[src/rtl/pout_led_pwm_if.sv]
// naive_bus: SoC interconnect port with independent read and write
// request/grant channels, 32-bit address and data.
interface naive_bus;
    logic        rd_req;
    logic        rd_gnt;
    logic [31:0] rd_addr;
    logic [31:0] rd_data;
    logic        wr_req;
    logic        wr_gnt;
    logic [31:0] wr_addr;
    logic [31:0] wr_data;

    modport master (
        output rd_req, rd_addr, wr_req, wr_addr, wr_data,
        input  rd_gnt, rd_data, wr_gnt
    );

    modport slave (
        input  rd_req, rd_addr, wr_req, wr_addr, wr_data,
        output rd_gnt, rd_data, wr_gnt
    );
endinterface

[src/rtl/pout_led_pwm.sv]
// pout_led_pwm: WIDTH-channel output port with set/clear/toggle writes,
// per-channel blink from a shared prescaler and global PWM dimming.
module pout_led_pwm #(
    parameter int WIDTH   = 32,
    parameter int DIV_W   = 24,
    parameter int PWM_W   = 8,
    parameter int DIV_RST = 12_499_999
) (
    input  logic             clk,
    input  logic             rst_n,
    output logic [WIDTH-1:0] led,
    naive_bus.slave          bus
);

    typedef enum logic [2:0] {
        R_OUT  = 3'd0,
        R_SET  = 3'd1,
        R_CLR  = 3'd2,
        R_TGL  = 3'd3,
        R_MODE = 3'd4,
        R_DIV  = 3'd5,
        R_DUTY = 3'd6,
        R_STAT = 3'd7
    } reg_e;

    localparam logic [DIV_W-1:0] DIV_INIT = DIV_W'(DIV_RST);

    logic [WIDTH-1:0] out_r;
    logic [WIDTH-1:0] out_nxt;
    logic [WIDTH-1:0] mode_r;
    logic [DIV_W-1:0] div_r;
    logic [PWM_W-1:0] duty_r;
    logic [DIV_W-1:0] div_cnt;
    logic             blink_phase;
    logic [PWM_W-1:0] pwm_cnt;
    logic             pwm_on;
    logic [31:0]      rd_mux;
    logic [31:0]      rd_data_r;

    reg_e             rd_sel;
    reg_e             wr_sel;
    logic [WIDTH-1:0] wdat;
    logic             wr_div;

    assign bus.wr_gnt  = bus.wr_req;
    assign bus.rd_gnt  = bus.rd_req;
    assign bus.rd_data = rd_data_r;

    assign rd_sel = reg_e'(bus.rd_addr[4:2]);
    assign wr_sel = reg_e'(bus.wr_addr[4:2]);
    assign wdat   = bus.wr_data[WIDTH-1:0];
    assign wr_div = bus.wr_req && (wr_sel == R_DIV);

    always_comb begin
        out_nxt = out_r;
        if (bus.wr_req) begin
            unique case (wr_sel)
                R_OUT:   out_nxt = wdat;
                R_SET:   out_nxt = out_r | wdat;
                R_CLR:   out_nxt = out_r & ~wdat;
                R_TGL:   out_nxt = out_r ^ wdat;
                default: out_nxt = out_r;
            endcase
        end
    end

    always_ff @(posedge clk or negedge rst_n) begin
        if (!rst_n) begin
            out_r  <= '0;
            mode_r <= '0;
            div_r  <= DIV_INIT;
            duty_r <= '1;
        end else begin
            out_r <= out_nxt;
            if (bus.wr_req && wr_sel == R_MODE)
                mode_r <= wdat;
            if (wr_div)
                div_r <= bus.wr_data[DIV_W-1:0];
            if (bus.wr_req && wr_sel == R_DUTY)
                duty_r <= bus.wr_data[PWM_W-1:0];
        end
    end

    // A BLINK_DIV write restarts the blink cycle and beats a same-cycle expiry.
    always_ff @(posedge clk or negedge rst_n) begin
        if (!rst_n) begin
            div_cnt     <= DIV_INIT;
            blink_phase <= 1'b1;
        end else if (wr_div) begin
            div_cnt     <= bus.wr_data[DIV_W-1:0];
            blink_phase <= 1'b1;
        end else if (div_cnt == '0) begin
            div_cnt     <= div_r;
            blink_phase <= ~blink_phase;
        end else begin
            div_cnt <= div_cnt - 1'b1;
        end
    end

    always_ff @(posedge clk or negedge rst_n) begin
        if (!rst_n)
            pwm_cnt <= '0;
        else
            pwm_cnt <= pwm_cnt + 1'b1;
    end

    assign pwm_on = (&duty_r) | (pwm_cnt < duty_r);

    always_ff @(posedge clk or negedge rst_n) begin
        if (!rst_n)
            led <= '0;
        else
            led <= out_r
                 & (~mode_r | {WIDTH{blink_phase}})
                 & {WIDTH{pwm_on}};
    end

    always_comb begin
        rd_mux = '0;
        unique case (rd_sel)
            R_OUT, R_SET, R_CLR, R_TGL:
                rd_mux[WIDTH-1:0] = out_r;
            R_MODE:
                rd_mux[WIDTH-1:0] = mode_r;
            R_DIV:
                rd_mux[DIV_W-1:0] = div_r;
            R_DUTY:
                rd_mux[PWM_W-1:0] = duty_r;
            R_STAT: begin
                rd_mux[0]         = blink_phase;
                rd_mux[PWM_W+7:8] = pwm_cnt;
            end
            default: rd_mux = '0;
        endcase
    end

    always_ff @(posedge clk or negedge rst_n) begin
        if (!rst_n)
            rd_data_r <= '0;
        else if (bus.rd_req)
            rd_data_r <= rd_mux;
    end

endmodule

[src/flat_wrapper.sv]
// flat-port wrapper written by rule: the top's interface ports become plain ports
module pout_led_pwm_flat 
#(
    parameter int WIDTH   = 32,
    parameter int DIV_W   = 24,
    parameter int PWM_W   = 8,
    parameter int DIV_RST = 12_499_999
)
  (clk, rst_n, led, bus_rd_req, bus_rd_addr, bus_wr_req, bus_wr_addr, bus_wr_data, bus_rd_gnt, bus_rd_data, bus_wr_gnt);
  naive_bus bus_i ();
  input  logic clk;
  input  logic rst_n;
  output logic [WIDTH-1:0] led;
  input wire logic [$bits(bus_i.rd_req)-1:0] bus_rd_req;
  input wire logic [$bits(bus_i.rd_addr)-1:0] bus_rd_addr;
  input wire logic [$bits(bus_i.wr_req)-1:0] bus_wr_req;
  input wire logic [$bits(bus_i.wr_addr)-1:0] bus_wr_addr;
  input wire logic [$bits(bus_i.wr_data)-1:0] bus_wr_data;
  output wire logic [$bits(bus_i.rd_gnt)-1:0] bus_rd_gnt;
  output wire logic [$bits(bus_i.rd_data)-1:0] bus_rd_data;
  output wire logic [$bits(bus_i.wr_gnt)-1:0] bus_wr_gnt;
  assign bus_i.rd_req = bus_rd_req;
  assign bus_i.rd_addr = bus_rd_addr;
  assign bus_i.wr_req = bus_wr_req;
  assign bus_i.wr_addr = bus_wr_addr;
  assign bus_i.wr_data = bus_wr_data;
  assign bus_rd_gnt = bus_i.rd_gnt;
  assign bus_rd_data = bus_i.rd_data;
  assign bus_wr_gnt = bus_i.wr_gnt;
  pout_led_pwm #(.WIDTH(WIDTH), .DIV_W(DIV_W), .PWM_W(PWM_W), .DIV_RST(DIV_RST)) u_core (.clk(clk), .rst_n(rst_n), .led(led), .bus(bus_i));
endmodule
[config.mk]
export PLATFORM = sky130hd
export DESIGN_NAME = pout_led_pwm_flat
export DESIGN_NICKNAME = d
export VERILOG_FILES = /design/src/rtl/pout_led_pwm_if.sv /design/src/rtl/pout_led_pwm.sv /design/src/flat_wrapper.sv
export SDC_FILE = /design/constraint.sdc
export NUM_CORES = 1
export LEC_CHECK = 0
export ABC_AREA = 1
export BUFFER_PORTS_ARGS = -buffer_cell sky130_fd_sc_hd__buf_2
export CAP_MARGIN = 20
export CORE_ASPECT_RATIO = 0.6
export CORE_UTILIZATION = 57
export CTS_CLUSTER_SIZE = 14
export DETAILED_ROUTE_END_ITERATION = 12
export PLACE_DENSITY = 0.86
export SLEW_MARGIN = 30
export SYNTH_ARGS = -nofsm -noshare
export SYNTH_HDL_FRONTEND = slang
export SYNTH_SLANG_ARGS = --single-unit
[constraint.sdc]
create_clock -name clk -period 2.1 [get_ports clk]
set_clock_uncertainty 0.15 [all_clocks]
set_input_delay 0.105 -clock clk [delete_from_list [all_inputs] [get_ports clk]]
set_output_delay 0.105 -clock clk [all_outputs]
set_load 0.01 [all_outputs]
# Word level (Yosys, flattened, before mapping)
# Index checks and enable logic that the tools add are counted.
totals:
  ram_bits: 0
  romBits: 0
  ff_bits: 193
  output_inout_bits: 66
  memories: 0
  word_cells: 56
  inputBits: 100
  latch_bits: 0
op_classes:
  n_eq_ne: 13
  div_mod_pow: 0
  n_addsub: 2
  shifts: 0
  reduce_logical: 11
  muxes: 10
  bitwise_logic: 10
  magnitude_cmp: 1
  multipliers: 0
op_table:
  columns: ["cell", "n"]
  rows:
  - ["one-hot mux 32 bit (4 select lines)", 1]
  - ["bitwise AND 32 bit", 3]
  - ["inverter 32 bit", 2]
  - ["OR 32 bit", 2]
  - ["two-way mux 24 bit", 2]
  - ["one-hot mux 8 bit (4 select lines)", 1]
  - ["bitwise XOR 32 bit", 1]
  - ["one-hot mux 7 bit (4 select lines)", 1]
  - ["zero test 24 bit", 1]
  - ["one-hot mux 8 bit (3 select lines)", 1]
  - ["subtractor 24 x 1 -> 24 bit (second input constant)", 1]
  - ["== test 3 bit (second input constant)", 7]
  - ["one-hot mux 8 bit (2 select lines)", 1]
  - ["== test 3 x 2 -> 1 bit (second input constant)", 4]
  - ["adder 8 x 1 -> 8 bit (second input constant)", 1]
  - ["< comparator 8 bit", 1]
  - ["AND reduction 8 bit", 1]
  - ["== test 3 x 1 -> 1 bit (second input constant)", 2]
  - ["zero test 3 bit", 2]
  - ["one-hot mux 1 bit (5 select lines)", 1]
  - ["nonzero test 4 bit", 1]
  - ["OR reduction 4 bit", 1]
  - ["logical AND 1 bit", 3]
  - ["two-way mux 1 bit", 2]
  - ["other kinds (4)", 4]

# Depth between registers and ports, before layout
depth:
  ltp_word: 4
  mapped_depth: 10
  depth_no_buf: 9

# Worst setup path after synthesis
# OpenSTA, ideal clock, no wires.
synth_timing:
  kind: "flip-flop to flip-flop"
  from: "register u_core.duty_r[3]"
  to: "register u_core.led[10]"
  setup_slack_ps: 265
  path_stages_with_launch: 9
  path_buffers: 1
  t_arrival_ps: 1548
  setup_ps: 137
  path_cell_list: "dfstp_2 inv_1 ha_1 nand2_1 o21ai_0 nand2_1 nand2_1 buf_1 a21oi_1"
synth_via:
  elab_chain_len: 3
synth_lines:
  columns: ["item", "line", "source"]
  rows:
  - ["start: declaration", "pout_led_pwm.sv:32", "logic [PWM_W-1:0] duty_r;"]
  - ["start signal: assignment", "pout_led_pwm.sv:80", "duty_r <= bus.wr_data[PWM_W-1:0];"]
  - ["< comparator 8 bit / AND reduction 8 bit (equally long branches)", "pout_led_pwm.sv:107", "assign pwm_on = (&duty_r) | (pwm_cnt < duty_r);"]
  - ["OR 1 bit (*)", "pout_led_pwm.sv:107", null]
  - ["bitwise AND 32 bit (*)", "pout_led_pwm.sv:115", "& {WIDTH{pwm_on}};"]
  - ["end signal: assignment", "pout_led_pwm.sv:113", "led <= out_r"]
  - ["end: declaration", "pout_led_pwm.sv:11", "output logic [WIDTH-1:0] led,"]
# Mark *: on every way between the ends. The rest lies on a longest branch, timed or not.
# A chain may end at the register's enable or synchronous reset.

# Worst setup path after layout
layout_timing:
  from: "register u_core.duty_r[3]"
  to: "register u_core.led[22]"
# Same word-level chain as after synthesis.

==> out/summary.log <==
qor: status.status finished clean
qor: timing.timing.setup.tns 0 ps
qor: synthesis.syn_area 10,480 sq um
qor: power_and_ir_drop.static-leakage-power 0.006201 uW
qor: timing.hold_slack 41.52 ps
qor: power_and_ir_drop.power.total 11,160 uW
qor: global_route.first_global_vias 9,683
qor: route.ant_nets 0
qor: timing.setup_slack 117.4 ps
qor: placement.place.detailed.hpwl 21,560 um
qor: final_layout.fillCellCount 1,311
qor: floorplanning.die_height 107.0 um
qor: route.drc 0
qor: setup_path.critical_path_peak_fanout 29
qor: power_and_ir_drop.switching_share 34.60%
qor: route.post_drt_via_cell_ratio 5.900
qor: synthesis.synth_edf_count 0
qor: floorplanning.rows 37
qor: final_layout.diodes_inserted 0
qor: setup_path.cp_slowest_cell sky130_fd_sc_hd__dfstp_2
qor: setup_path.critPathRequiredTime 2260 ps
qor: global_route.number_of_antenna_violations_at_the_first_check_in_global_routing 0
qor: power_and_ir_drop.switchingPower 3860 uW
qor: clock_network.numCtsBuffers 17
qor: route.drt-initial-drc-count 1,250
qor: route.drt-wirelength-per-cell 18.41 um
qor: timing.timing.fmax 504.4 MHz
qor: timing.max_slew_margin 55.56%
qor: floorplanning.pin_count 166
qor: placement.finalWeightedCongestion 0.9544
qor: clock_network.clk_pin_slew 80 ps
qor: timing.final.period_utilization 94.41%
qor: timing.layout_min_cycle_time 1983 ps
qor: final_layout.final_core_util 70.71%
qor: floorplanning.horizontal_die_dimension 177.1 um
qor: route.drt-pass1-iter-count 6
qor: setup_path.timing.critical_path.arrival 2140 ps
qor: worst_hold_path.holdCritStartpoint bus_rd_addr[2]
qor: floorplanning.fp.coreArea 17,550 sq um
qor: clock_network.clock-sinks 193
qor: clock_network.clock-root-buffer sky130_fd_sc_hd__clkbuf_16
qor: global_route.global_route.usage.total 34.40%
qor: timing.grt_setup_unrepaired no
qor: synthesis.part_of_the_yosys_area_used_for_sequential_elements 46.57%
qor: clock_network.source_to_sink_clock_delay_at_the_later_pin_of_the_worst_skew_pair 440 ps
qor: setup_path.timing.critical_path.mode_cell sky130_fd_sc_hd__nand2_1
qor: clock_network.clk_path_buf_depth 2
qor: setup_path.worst_r2r_src u_core.duty_r[3]
qor: global_route.grt_overflow 0
qor: placement.pre_cts_slack 157.1 ps
qor: flow_run.max_cap_viol_count 0
qor: timing.report.final.slew_viol_count 0
qor: power_and_ir_drop.power.internal 7296 uW
qor: setup_path.critPathLaunchType flip-flop
qor: final_layout.finish.net_count 1,634
qor: worst_hold_path.hold_path.class in -> reg
qor: synthesis.async_flop_share 100.0%
qor: final_layout.layout-drive-gt1-share 15.95%
qor: timing.setup_violations_final 0
qor: synthesis.synthesis.instances 1,322
qor: power_and_ir_drop.clockPowerShare 28.4%
qor: power_and_ir_drop.power_per_cell_area 899.2 nW/um^2
qor: power_and_ir_drop.power.combinational.fraction 25.9%
qor: setup_path.path_class reg -> reg
qor: route.routed_wirelength 31,430 um
qor: power_and_ir_drop.seq_power_share 45.7%
qor: global_route.pin_count_of_the_biggest_net_entering_global_routing 65
qor: timing.worstMarginPinSlew 665.9 ps
qor: floorplanning.start_util 59.74%
qor: power_and_ir_drop.peakVddDrop 604.2 uV
qor: setup_path.regToRegSetupSlack 120 ps
qor: synthesis.synth_fp_nets 1,496
qor: route.route.vias.total 10,070
qor: global_route.grt_first_pass_wirelength 49,780 um
qor: synthesis.synth-main-ff-cell sky130_fd_sc_hd__dfrtp_1
qor: setup_path.sequence_of_cells_on_the_critical_path inv_1 -> ha_1 -> nand2_1 -> o21ai_0 -> nand2_1 -> nand2_1 -> buf_12 -> a21oi_1
qor: setup_path.worst_setup_path_end_kind flip-flop
qor: timing.hold_viol_final 0
qor: floorplanning.die_area 18,950 sq um
qor: synthesis.synth.avg_cell_area 7.928 sq um
qor: final_layout.area_growth 18.37%
qor: placement.place.port_buffers 107
qor: setup_path.max_incr_delay_on_cp 560 ps
qor: clock_network.ctsHtreeMaxLevel 4
qor: setup_path.critical_path_origin u_core.duty_r[3]
qor: synthesis.yosysWarnings 0
qor: synthesis.post_synth_num_cell_types 35
qor: synthesis.yosys_register_bits 193
qor: clock_network.cts_tree done
metrics by stage:
step                      area (sq um)  instances
after floorplan                  10480       1322
after detailed placement         11510       1642
after global placement           11510       1642
after global routing             12410       1707
final                            12410       1707
after CTS                        12400       1707
flip-flops by register name (all words and copies together) (netlist names):
signal              count
u_core.blink_phase      1
u_core.pwm_cnt          8
u_core.duty_r           8
u_core.bus.rd_data     32
u_core.out_r           32
u_core.mode_r          32
u_core.div_cnt         24
u_core.div_r           24
u_core.led             32
power groups by stage:
stage	combinational, uW	sequential [uW]	clock [uW]
6_report	2890	5100	3170
5_1_grt	3220	5170	3340
4_1_cts	2840	5070	3190
3_5_place_dp	2760	5130	0
3_3_place_gp	2610	5090	0
2_1_floorplan	1610	5130	0
cell type report:
type | instances | area, sq um | area share [%]
Timing Repair Buffer | 184 | 1318 | 10.62
Tap cell | 234 | 292.8 | 2.360
Inverter | 112 | 420.4 | 3.388
Clock buffer | 21 | 470.5 | 3.792
Clock inverter | 11 | 93.84 | 0.7564
Multi-Input combinational cell | 952 | 4931 | 39.74
Sequential cell | 193 | 4881 | 39.34
layer usage:
layer | vias up | track usage, % | routed length, um
li1 | 4582 | - | -
met1 | 4781 | 48.04 | 13050
met2 | 637 | 53.04 | 14130
met3 | 71 | 7.021 | 3448
met4 | 0 | 12.44 | 807
met5 | - | 0 | 0
worst paths after layout:
kind                                          endpoint  cells after the start
worst min-delay path            u_core.bus.rd_data[28]                      5
max in group asynchronous           u_core.div_cnt[10]                      3
worst max register to register          u_core.led[22]                      8
worst min register to register   u_core.bus.rd_data[9]                      2
min in group asynchronous       u_core.bus.rd_data[11]                      2
worst max-delay path                    u_core.led[22]                      8
kinds of logic after synthesis:
logic type	synth area share (%)
AND/OR/NAND/NOR	23.09
adder cells (fa/ha/maj)	8.834
flip-flops	46.57
buffers and inverters	6.637
AO/OA/AOI/OAI	13.96
XOR/XNOR	0.9192
synth_stat cells, types with 2 or more instances:
master / count / area (sq um)
sky130_fd_sc_hd__nand4_1: 9 / 56.30
sky130_fd_sc_hd__dfrtp_1: 152 / 3804
sky130_fd_sc_hd__nand2_1: 481 / 1805
sky130_fd_sc_hd__nor3_1: 5 / 25.02
sky130_fd_sc_hd__ha_1: 74 / 925.9
sky130_fd_sc_hd__o2111ai_1: 37 / 324.1
sky130_fd_sc_hd__nor2_1: 58 / 217.7
sky130_fd_sc_hd__buf_1: 4 / 15.01
sky130_fd_sc_hd__a22oi_1: 8 / 60.06
sky130_fd_sc_hd__clkbuf_1: 44 / 165.2
sky130_fd_sc_hd__buf_4: 4 / 30.03
sky130_fd_sc_hd__dfstp_2: 41 / 1077
sky130_fd_sc_hd__nand3b_1: 5 / 37.54
sky130_fd_sc_hd__o21ai_0: 92 / 460.4
sky130_fd_sc_hd__inv_1: 110 / 412.9
sky130_fd_sc_hd__nand3_1: 43 / 215.2
sky130_fd_sc_hd__a21oi_1: 94 / 470.5
sky130_fd_sc_hd__xnor2_1: 4 / 35.03
sky130_fd_sc_hd__nor2_2: 2 / 12.51
sky130_fd_sc_hd__xor2_1: 7 / 61.31
sky130_fd_sc_hd__buf_2: 13 / 65.06
sky130_fd_sc_hd__o21ai_1: 22 / 110.1
repair_timing:
action | in CTS | in global routing
resized for setup | 0 | 1
endpoints found under the setup margin | 0 | 15
setup buffers | 0 | 0
hold buffers | 33 | 0
hold endpoints to repair | 255 | 0
worst max-delay path: cells and delay by family (launching register included):
kind	cells	cell delay (ps)
simple gates	3	300
fa+ha+maj	1	290
flops	1	560
buf+inv	2	280
compound gates	2	260
cells in the final DEF (no fill, tap or decap), types with 6 or more instances in the layout:
master,Yosys,final
sky130_fd_sc_hd__nand2_1,481,480
sky130_fd_sc_hd__dfrtp_1,152,152
sky130_fd_sc_hd__inv_1,110,110
sky130_fd_sc_hd__buf_2,13,106
sky130_fd_sc_hd__a21oi_1,94,94
sky130_fd_sc_hd__o21ai_0,92,92
sky130_fd_sc_hd__ha_1,74,74
sky130_fd_sc_hd__nor2_1,58,55
sky130_fd_sc_hd__nand3_1,43,43
sky130_fd_sc_hd__dfstp_2,41,41
sky130_fd_sc_hd__o2111ai_1,37,37
sky130_fd_sc_hd__buf_4,4,35
sky130_fd_sc_hd__dlygate4sd3_1,0,33
sky130_fd_sc_hd__o21ai_1,22,22
sky130_fd_sc_hd__clkbuf_16,0,17
sky130_fd_sc_hd__nand4_1,9,9
sky130_fd_sc_hd__buf_12,0,9
sky130_fd_sc_hd__a22oi_1,8,8
sky130_fd_sc_hd__xor2_1,7,7
sky130_fd_sc_hd__inv_6,0,6
No activity file was read; power rests on OpenSTA's default activity.
